File: config.mk
export PLATFORM = sky130hd
export DESIGN_NAME = adder_subtractor_4bit
export DESIGN_NICKNAME = d
export VERILOG_FILES = /design/src/rtl/adder_subtractor_pkg.sv /design/src/rtl/adder_subtractor_4bit_full_adder.sv /design/src/rtl/adder_subtractor_4bit.sv
export SDC_FILE = /design/constraint.sdc
export NUM_CORES = 1
export LEC_CHECK = 0
export BUFFER_PORTS_ARGS = -buffer_cell sky130_fd_sc_hd__buf_2
export CAP_MARGIN = 20
export CORE_AREA = 4 4 41 43
export DETAILED_ROUTE_END_ITERATION = 12
export DIE_AREA = 0 0 45 47
export GPL_TIMING_DRIVEN = 0
export HOLD_SLACK_MARGIN = 0.08
export SYNTH_ARGS = -nofsm -noshare
export SYNTH_HDL_FRONTEND = slang
export SYNTH_HIERARCHICAL = 1
export SYNTH_SLANG_ARGS = --single-unit
File: constraint.sdc
create_clock -name clk -period 3.6 [get_ports clk]
set_clock_uncertainty 0.2 [all_clocks]
set_input_delay 0.72 -clock clk [delete_from_list [all_inputs] [get_ports clk]]
set_output_delay 0.72 -clock clk [all_outputs]
set_load 0.02 [all_outputs]
File: src/rtl/adder_subtractor_pkg.sv
// Shared constants for the registered adder/subtractor slice.
package adder_subtractor_pkg;

    // Default operand/result width.
    localparam int WIDTH_DEFAULT = 4;

    // Encoding of the cin/mode input.
    localparam logic MODE_ADD = 1'b0;
    localparam logic MODE_SUB = 1'b1;

endpackage : adder_subtractor_pkg

File: src/rtl/adder_subtractor_4bit_full_adder.sv
// One-bit full adder cell, the unit of the ripple-carry chain.
module full_adder (
    input  logic a,
    input  logic b,
    input  logic ci,
    output logic s,
    output logic co
);

    assign s  = a ^ b ^ ci;
    assign co = (a & b) | (a & ci) | (b & ci);

endmodule : full_adder

File: src/rtl/adder_subtractor_4bit.sv
// Registered two's-complement adder/subtractor with carry, overflow and
// zero flags. Subtraction is a + ~b + 1: b is inverted and the mode bit
// doubles as the carry into bit 0.
module adder_subtractor_4bit
    import adder_subtractor_pkg::*;
#(
    parameter int WIDTH = WIDTH_DEFAULT
) (
    input  logic             clk,
    input  logic             rst_n,
    input  logic [WIDTH-1:0] a,
    input  logic [WIDTH-1:0] b,
    input  logic             cin,
    input  logic             in_valid,
    output logic [WIDTH-1:0] s,
    output logic             cout,
    output logic             ovf,
    output logic             zero,
    output logic             out_valid
);

    logic             sub_mode;
    logic [WIDTH-1:0] bx;
    logic [WIDTH-1:0] r;
    logic [WIDTH:0]   carry;
    logic             c_final;
    logic             ovf_comb;
    logic             zero_comb;

    assign sub_mode = (cin == MODE_SUB);
    assign bx       = b ^ {WIDTH{sub_mode}};
    assign carry[0] = sub_mode;

    genvar i;
    generate
        for (i = 0; i < WIDTH; i++) begin : g_ripple
            full_adder u_fa (
                .a  (a[i]),
                .b  (bx[i]),
                .ci (carry[i]),
                .s  (r[i]),
                .co (carry[i+1])
            );
        end
    endgenerate

    // Signed overflow shows up as disagreement between carry into and out of the MSB.
    assign c_final   = carry[WIDTH];
    assign ovf_comb  = carry[WIDTH-1] ^ carry[WIDTH];
    assign zero_comb = (r == '0);

    // Output registers: sync clear, capture on in_valid, otherwise hold results and drop out_valid.
    always_ff @(posedge clk) begin
        if (!rst_n) begin
            s         <= '0;
            cout      <= 1'b0;
            ovf       <= 1'b0;
            zero      <= 1'b0;
            out_valid <= 1'b0;
        end else if (in_valid) begin
            s         <= r;
            cout      <= c_final;
            ovf       <= ovf_comb;
            zero      <= zero_comb;
            out_valid <= 1'b1;
        end else begin
            out_valid <= 1'b0;
        end
    end

endmodule : adder_subtractor_4bit

* After elaboration in Yosys (flattened, before gate mapping)
Index checks and enable logic that the tools add are counted.
Cells by class: mux-type cells 1, bitwise logic cells 30, reduce and logical (&&, ||, !) cells 1
Operators with widths (number):
- bitwise AND 1 bit | 12
- bitwise XOR 1 bit | 9
- bitwise OR 1 bit | 8
- logical NOT 4 bit | 1
- bitwise XOR 4 bit | 1
- two-way mux 1 bit | 1
Word-level totals: register bits 8, input bits 12, output and inout bits 8, logic and storage cells 37

* Logic depth before layout (Yosys ltp)
Gate-level depths: netlist of run 1.
depth in word-level cells 14, depth in mapped cells 7

* Hierarchy
Netlist of run 1, hierarchy kept.
Modules (own cells, without submodules):
- adder_subtractor_4bit | times used 1, cells an instance 30, area each 336.6 µm²
- full_adder | times used 4, cells an instance 1, area each 20.0 µm²

* Worst setup path after synthesis of run 1
No wires, ideal clock.
path type input port to flip-flop, from in cin, to reg zero, data arrival time 2920 ps, required time 3341 ps, path slack 421 ps, cell stages on the path 7, path buffers 0, cell sequence xor2_1 -> fa_1 -> fa_1 -> fa_1 -> fa_1 -> nor4_1 -> a22o_1
On the way: cells in the longest elaborated chain, start to end 12, elaborated cells between the ends (all ways) 25, those cells by class bitwise (24); reduce/logical (1)
RTL lines:
- start: declaration | RTL line adder_subtractor_4bit.sv:13 | input logic cin,
- bitwise XOR 4 bit | RTL line adder_subtractor_4bit.sv:31 | assign bx = b ^ {WIDTH{sub_mode}};
- bitwise AND 1 bit | RTL line adder_subtractor_4bit_full_adder.sv:11 | assign co = (a & b) | (a & ci) | (b & ci);
- bitwise OR 1 bit | RTL line adder_subtractor_4bit_full_adder.sv:11
- bitwise OR 1 bit * | RTL line adder_subtractor_4bit_full_adder.sv:11
- named net carry[1] | RTL line adder_subtractor_4bit.sv:25 | logic [WIDTH:0] carry;
- bitwise AND 1 bit | RTL line adder_subtractor_4bit_full_adder.sv:11
- bitwise OR 1 bit | RTL line adder_subtractor_4bit_full_adder.sv:11
- bitwise OR 1 bit * | RTL line adder_subtractor_4bit_full_adder.sv:11
- named net carry[2] | RTL line adder_subtractor_4bit.sv:25
- bitwise AND 1 bit | RTL line adder_subtractor_4bit_full_adder.sv:11
- bitwise OR 1 bit | RTL line adder_subtractor_4bit_full_adder.sv:11
- bitwise OR 1 bit * | RTL line adder_subtractor_4bit_full_adder.sv:11
- named net carry[3] | RTL line adder_subtractor_4bit.sv:25
- bitwise XOR 1 bit * | RTL line adder_subtractor_4bit_full_adder.sv:10 | assign s = a ^ b ^ ci;
- named net r[3] | RTL line adder_subtractor_4bit.sv:24 | logic [WIDTH-1:0] r;
- logical NOT 4 bit * | RTL line adder_subtractor_4bit.sv:50 | assign zero_comb = (r == '0);
- end signal: assignment | RTL line adder_subtractor_4bit.sv:64 | zero <= zero_comb;
- end: declaration | RTL line adder_subtractor_4bit.sv:18 | output logic zero,
Mark *: on every way through the listed nets, which the timed path passes. The rest lies on a longest branch. A chain may end at the register's enable or synchronous reset.

* Worst setup path after layout of run 1
from in cin, to reg zero
On the way: cells in the longest elaborated chain, start to end 12, elaborated cells between the ends (all ways) 25, those cells by class bitwise (24); reduce/logical (1)
RTL lines:
- bitwise XOR 4 bit * | RTL line adder_subtractor_4bit.sv:31
- named net bx[0] | RTL line adder_subtractor_4bit.sv:23 | logic [WIDTH-1:0] bx;
- bitwise AND 1 bit | RTL line adder_subtractor_4bit_full_adder.sv:11
- bitwise OR 1 bit | RTL line adder_subtractor_4bit_full_adder.sv:11
- bitwise OR 1 bit * | RTL line adder_subtractor_4bit_full_adder.sv:11
- named net carry[1] | RTL line adder_subtractor_4bit.sv:25
- bitwise AND 1 bit | RTL line adder_subtractor_4bit_full_adder.sv:11
- bitwise OR 1 bit | RTL line adder_subtractor_4bit_full_adder.sv:11
- bitwise OR 1 bit * | RTL line adder_subtractor_4bit_full_adder.sv:11
- named net carry[2] | RTL line adder_subtractor_4bit.sv:25
- bitwise AND 1 bit | RTL line adder_subtractor_4bit_full_adder.sv:11
- bitwise OR 1 bit | RTL line adder_subtractor_4bit_full_adder.sv:11
- bitwise OR 1 bit * | RTL line adder_subtractor_4bit_full_adder.sv:11
- named net carry[3] | RTL line adder_subtractor_4bit.sv:25
- bitwise XOR 1 bit * | RTL line adder_subtractor_4bit_full_adder.sv:10
- named net r[3] | RTL line adder_subtractor_4bit.sv:24
- logical NOT 4 bit * | RTL line adder_subtractor_4bit.sv:50
Marked as above.

==> results.py, run 1 <==
metrics = {
    "run_status": {
        "status": "finished, final reports clean",
    },
    "synth": {
        "synth_cell_type_count": 12,
        "ys_ff_latch": 8,
        "yosysWarnings": 6,
        "synthCells": 34,
        "ys_seq_area_frac": 0.3844,
        "yosys.area.top_type": "dfxtp_1",
        "syn_area_um2": 416.7,
        "yosysTopAreaCellShare": 0.3844,
        "avgSynthCellArea_um2": 12.25,
        "syn-num-nets": 50,
        "synth_top_cells_by_area": "dfxtp_1 (38%), fa_1 (19%), mux2i_1 (12%)",
    },
    "clock_tree": {
        "tritoncts": "yes",
        "cts_hold_buf": 0,
        "clk_pin_slew_ns": 0.05,
        "ctsResizeCount": 0,
        "htreeDepth": 1,
        "clk_latency_ns": 0.25,
        "cts_made_buffers": 3,
        "cts_setup_buffers": 0,
        "root_buffer": "clkbuf_4",
        "clockBufferDepth": 2,
        "cts.sinks": 8,
    },
    "timing": {
        "finalCritPeriodShare": 0.8948,
        "period_needed_ns": 3.221,
        "hold_viol_final": 0,
        "slew_violations": 0,
        "relSlewSlack": 0.8368,
        "rsz0062_at_grt": "false",
        "tns_ns": 0,
        "setup_viol": 0,
        "worstMarginPinSlew_ns": 0.2425,
        "clock.fmax_mhz": 310.5,
    },
    "finish": {
        "nNetsFinal": 73,
        "fillers": 141,
        "drive_above_1_share": 0.4182,
        "diodes": 0,
        "final_cell_mix": "buf_2 (18), dfxtp_1 (8), nor2b_1 (6), mux2i_1 (5)",
        "final_common_cell": "buf_2",
        "syn_to_final_growth_pct": 31.53,
    },
    "critical_path": {
        "worstSetupStartpoint": "cin",
        "cp_max_fo": 5,
        "rrSetupSlack_ns": 2.66,
        "slowest_stage": "fa_1",
        "start_kind": "input port",
        "endpoint_kind": "flop",
        "reg2reg_from": "zero",
        "cp.arrival_ns": 3.22,
        "r2r_end": "zero",
        "crit_top_cell": "fa_1",
        "cp_slowest_stage_delay_ns": 0.48,
        "crit_type": "in2reg",
        "path_cells": "buf_2, xor2_1, fa_1, fa_1, fa_1, fa_1, nor4_1, a22o_1",
        "worst-endpoint-required_ns": 3.60,
        "worst-r2r-cell-count": 2,
        "critPathCapture": "zero",
    },
    "die": {
        "die_y_um": 47,
        "dieWidth_um": 45,
        "ioPinCount": 20,
        "core-area_um2": 1301,
        "num_rows": 13,
        "initial_utilization": 0.3202,
        "die_area_um2": 2115,
    },
    "route": {
        "dr.pass1.iters": 1,
        "post_drt_via_cell_ratio": 4.443,
        "wl_met3_um": 63,
        "antenna_left": 0,
        "met1Wirelength_um": 320,
        "vias": 311,
        "drtIter0Drc": 0,
        "routed_wl_um": 774,
        "highest_layer": "met4",
        "post_drt_wl_per_cell_um": 11.06,
        "met2WireLength_um": 362,
        "drc_errors": 0,
    },
    "power_and_ir_drop": {
        "ir_worst_vdd_v": 0.0001605,
        "power.total_uw": 244.4,
        "p_leak_uw": 0.0002655,
        "p_per_area_nw_per_um2": 445.9,
    },
    "global_route": {
        "overflow": 0,
        "grt_usage": 0.08997,
        "grt_max_degree": 10,
        "antenna_found_initial": 0,
        "grt_pass1_wl_mm": 1.283,
        "grt_pass1_vias": 318,
    },
    "placed_design": {
        "port_buffers": 18,
        "place.gp.congestion": 0.6609,
    },
    "run": {
        "cap_viol_max_count": 0,
    },
    "min_path": {
        "hold_path.class": "reg2reg",
        "whs_path_depth": 2,
    },
}
sequential cells by signal, indices dropped and copies added, names as in the netlist:
register   flops
zero           1
out_valid      1
cout           1
ovf            1
s              4
final cells by class:
class	instances	area (µm²)	area share
buffer	1	11.26	0.02055
clock buffer	3	22.52	0.04110
multi-input combinational	25	245.2	0.4475
sequential	8	160.2	0.2922
tap	15	18.77	0.03425
timing repair buffer	18	90.09	0.1644
worst min path at each step:
stage / from / endpoint / slack, ns
final: cout / cout / 0.31
after global routing: s[1] / s[1] / 0.34
after CTS: cout / cout / 0.32
after detailed placement: cout / cout / 0.30
after global placement: cout / cout / 0.30
after floorplan: cout / cout / 0.39
cells by family after synthesis:
family,count (synthesis),synth area share
AND/OR/NAND/NOR,8,0.1261
flip-flops,8,0.3844
XOR/XNOR,5,0.1051
multiplexers,5,0.1201
adder cells (fa/ha/maj),4,0.1922
AO/OA/AOI/OAI,3,0.04503
buffers and inverters,1,0.02703
cells in the mapped netlist:
cell type,count
and2_4,1
dfxtp_1,8
a22o_1,1
fa_1,4
mux2i_1,5
nor4_1,1
nor2b_1,6
o21ai_0,1
buf_6,1
xnor2_1,1
xor2_1,4
a21oi_1,1
power breakdown:
group / internal, µW / leakage [µW] / switching [µW]
Combinational: 34.4 / 0.000186 / 40.2
Clock: 38.1 / 0.0000138 / 29.8
Sequential: 98.1 / 0.0000660 / 3.80
Total: 171 / 0.000266 / 73.8
through the flow:
step	instance area (µm²)	hold WS (ns)	setup slack, ns	util	cells
CTS	548.0	0.3159	0.3899	0.4212	70
global placement	525.5	0.2969	0.1329	0.4038	67
detailed placement	525.5	0.2998	0.1240	0.4038	67
finish	548.0	0.3136	0.3789	0.4212	70
global route	548.0	0.3428	0.3475	0.4212	70
floorplan	416.7	0.3893	0.4206	-	34
critical path, delay by kind of cell:
kind	cells	cell delay [ns]
adder cells (fa/ha/maj)	4	1.72
AO/OA/AOI/OAI	1	0.16
AND/OR/NAND/NOR	1	0.29
buffers and inverters	1	0.14
XOR/XNOR	1	0.18
routing by layer:
metal,vias to the layer above,GRT usage
met2,14,0.1356
met3,2,0.01533
met4,0,0.1228
met1,140,0.09302
met5,-,0
li1,155,-
(Power assumes the default switching activity.)
==> inputs of run 2 (changes only) <==
--- a/config.mk
+++ b/config.mk
@@ -5,6 +5,7 @@
 export SDC_FILE = /design/constraint.sdc
 export NUM_CORES = 1
 export LEC_CHECK = 0
+export ABC_AREA = 1
 export BUFFER_PORTS_ARGS = -buffer_cell sky130_fd_sc_hd__buf_2
 export CAP_MARGIN = 20
 export CORE_AREA = 4 4 41 43
@@ -12,6 +13,7 @@
 export DIE_AREA = 0 0 45 47
 export GPL_TIMING_DRIVEN = 0
 export HOLD_SLACK_MARGIN = 0.08
+export SLEW_MARGIN = 20
 export SYNTH_ARGS = -nofsm -noshare
 export SYNTH_HDL_FRONTEND = slang
 export SYNTH_HIERARCHICAL = 1
==> results.py, run 2 <==
metrics = {
    "synth": {
        "ys_ff_latch": 8,
        "ys_seq_area_frac": 0.3832,
        "yosysTopAreaCellShare": 0.3832,
        "synthCells": 49,
        "synth_most_common_cell": "nor2_1",
        "synth_cell_type_count": 10,
        "syn_area_um2": 417.9,
        "yosysWarnings": 6,
        "avgSynthCellArea_um2": 8.529,
        "synthTopCellsByCount": "nor2_1 (10), dfxtp_1 (8), nand2_1 (7)",
        "async_reset_ff_frac": 0,
        "synth_top_cells_by_area": "dfxtp_1 (38%), fa_1 (19%), nor2_1 (9.0%)",
        "syn-num-nets": 65,
        "synth-edff-count": 0,
        "yosys.area.top_type": "dfxtp_1",
        "synth_ff_type": "dfxtp_1",
    },
    "clock_tree": {
        "ctsResizeCount": 0,
        "tritoncts": "yes",
        "cts_hold_buf": 0,
        "cts_setup_buffers": 0,
        "clockBufferDepth": 2,
        "htreeDepth": 1,
        "clk_pin_slew_ns": 0.05,
        "cts.sinks": 8,
        "cts_made_buffers": 3,
        "clk_latency_ns": 0.26,
        "root_buffer": "clkbuf_4",
    },
    "critical_path": {
        "path_cells": "buf_2, xor2_1, fa_1, fa_1, fa_1, fa_1, nor2_1, nand3_1, a21oi_1",
        "worst-r2r-cell-count": 4,
        "crit_top_cell": "fa_1",
        "reg2reg_from": "ovf",
        "crit_type": "in2reg",
        "worst-endpoint-required_ns": 3.60,
        "cp_max_fo": 5,
        "cp.arrival_ns": 3.05,
        "r2r_end": "ovf",
        "slowest_stage": "fa_1",
        "start_kind": "input port",
        "endpoint_kind": "flop",
        "rrSetupSlack_ns": 2.79,
        "cp_slowest_stage_delay_ns": 0.48,
    },
    "placed_design": {
        "port_buffers": 19,
        "pre_cts_ws_ns": 0.2636,
        "hpwl_um": 661.9,
        "place.gp.congestion": 0.6582,
    },
    "timing": {
        "slew_violations": 0,
        "rsz0062_at_grt": "false",
        "clock.fmax_mhz": 327.1,
        "finalCritPeriodShare": 0.8492,
        "setup_viol": 0,
        "worstMarginPinSlew_ns": 0.1896,
        "tns_ns": 0,
        "relSlewSlack": 0.8731,
        "hold_viol_final": 0,
        "layout_setup_ws_ns": 0.5428,
        "period_needed_ns": 3.057,
    },
    "run": {
        "cap_viol_max_count": 0,
    },
    "finish": {
        "final_cell_mix": "buf_2 (19), nor2_1 (10), dfxtp_1 (8), nand2_1 (7), inv_1 (6)",
        "post-route-util": 0.4260,
        "seq_area_um2": 160.2,
        "final_common_cell": "buf_2",
        "largest_reg_flops": 4,
        "syn_to_final_growth_pct": 32.63,
        "multiInputGateArea_um2": 224.0,
        "diodes": 0,
        "drive_above_1_share": 0.3239,
        "nNetsFinal": 89,
        "fillers": 141,
        "largest_register": "s",
    },
    "route": {
        "antenna_left": 0,
        "vias": 366,
        "post_drt_wl_per_cell_um": 9.686,
        "post_drt_via_cell_ratio": 4.256,
        "drc_errors": 0,
        "routed_wl_um": 833,
        "dr.pass1.iters": 3,
        "drtIter0Drc": 1,
    },
    "power_and_ir_drop": {
        "p_leak_uw": 0.0002966,
        "ir_worst_vdd_v": 0.0001876,
        "p_per_area_nw_per_um2": 435.0,
    },
    "die": {
        "core-area_um2": 1301,
        "initial_utilization": 0.3212,
        "ioPinCount": 20,
        "die_area_um2": 2115,
        "dieWidth_um": 45,
        "die_y_um": 47,
        "num_rows": 13,
    },
    "min_path": {
        "hp-start": "s[1]",
        "whs_endpoint": "s[1]",
        "whs_path_depth": 2,
        "hold_path.class": "reg2reg",
    },
    "global_route": {
        "grt_max_degree": 11,
        "grt_pass1_wl_mm": 1.504,
        "antenna_found_initial": 0,
        "grt_usage": 0.1099,
        "grt_pass1_vias": 366,
        "overflow": 0,
    },
    "run_status": {
        "status": "finished, final reports clean",
    },
}
-- run 2: changes by cell type in the layout (fill, tap and decap cells not counted) --
| cell | previous run | this run |
|---|---|---|
| xnor2_1 | 1 | 0 |
| buf_2 | 18 | 19 |
| a22o_1 | 1 | 0 |
| nand3_1 | 0 | 2 |
| mux2i_1 | 5 | 0 |
| inv_1 | 0 | 6 |
| and2_4 | 1 | 0 |
| nor2b_1 | 6 | 0 |
| nand2_1 | 0 | 7 |
| o21ai_0 | 1 | 4 |
| a21oi_1 | 1 | 3 |
| nor2_1 | 0 | 10 |
| nor4_1 | 1 | 0 |
-- run 2: worst max path at each step --
stage               from  endpoint  slack (ns)  cells after the start
CTS                  cin      zero        0.54                      9
global placement     cin      zero        0.29                      9
detailed placement   cin      zero        0.26                      9
floorplan            cin      zero        0.53                      8
finish               cin      zero        0.54                      9
global route         cin      zero        0.35                      9
-- run 2: final cells by class --
class	instances	share of cell area
inverter	6	0.04063
buffer	1	0.02032
tap	15	0.03386
clock buffer	3	0.04063
multi-input combinational	34	0.4041
timing repair buffer	19	0.1716
sequential	8	0.2889
-- run 2: power breakdown --
group	internal [µW]	switching, µW	leakage, µW
registers	97.0	3.18	0.0000662
clock network	38.2	32.0	0.0000138
logic	29.5	41.2	0.000217
total	165	76.3	0.000297
-- run 2: critical path: cells and delay by family --
| kind | cells | cell delay (ns) |
|---|---|---|
| adders and majority gates | 4 | 1.69 |
| and+or+nand+nor | 2 | 0.20 |
| xor gates and xnor gates | 1 | 0.18 |
| buffers and inverters | 1 | 0.14 |
| AOI/OAI and AO/OA | 1 | 0.12 |
-- run 2: cell families after synthesis --
family                   count (synthesis)  share of synthesized area
flip-flops                               8                     0.3832
AND/OR/NAND/NOR                         19                     0.1767
AO/OA/AOI/OAI                            7                    0.08382
buffers and inverters                    7                    0.08083
adder cells (fa/ha/maj)                  4                     0.1916
XOR/XNOR                                 4                    0.08382
-- run 2: routing by layer --
| layer | wire [µm] | vias up | track usage |
|---|---|---|---|
| met5 | 0 | - | 0 |
| met4 | 29 | 0 | 0.08772 |
| met3 | 70 | 5 | 0.06897 |
| met2 | 364 | 11 | 0.1412 |
| met1 | 370 | 156 | 0.1279 |
| li1 | - | 194 | - |
-- run 2: per-stage QoR --
| stage | hold WS, ns | power (µW) | instances | area (µm²) |
|---|---|---|---|---|
| after floorplan | 0.3344 | 149.7 | 49 | 417.9 |
| after global placement | 0.2534 | 173.0 | 83 | 531.8 |
| after detailed placement | 0.2534 | 173.9 | 83 | 531.8 |
| after CTS | 0.2624 | 246.0 | 86 | 554.3 |
| after global routing | 0.2920 | 265.0 | 86 | 554.3 |
| final | 0.2625 | 241.1 | 86 | 554.3 |
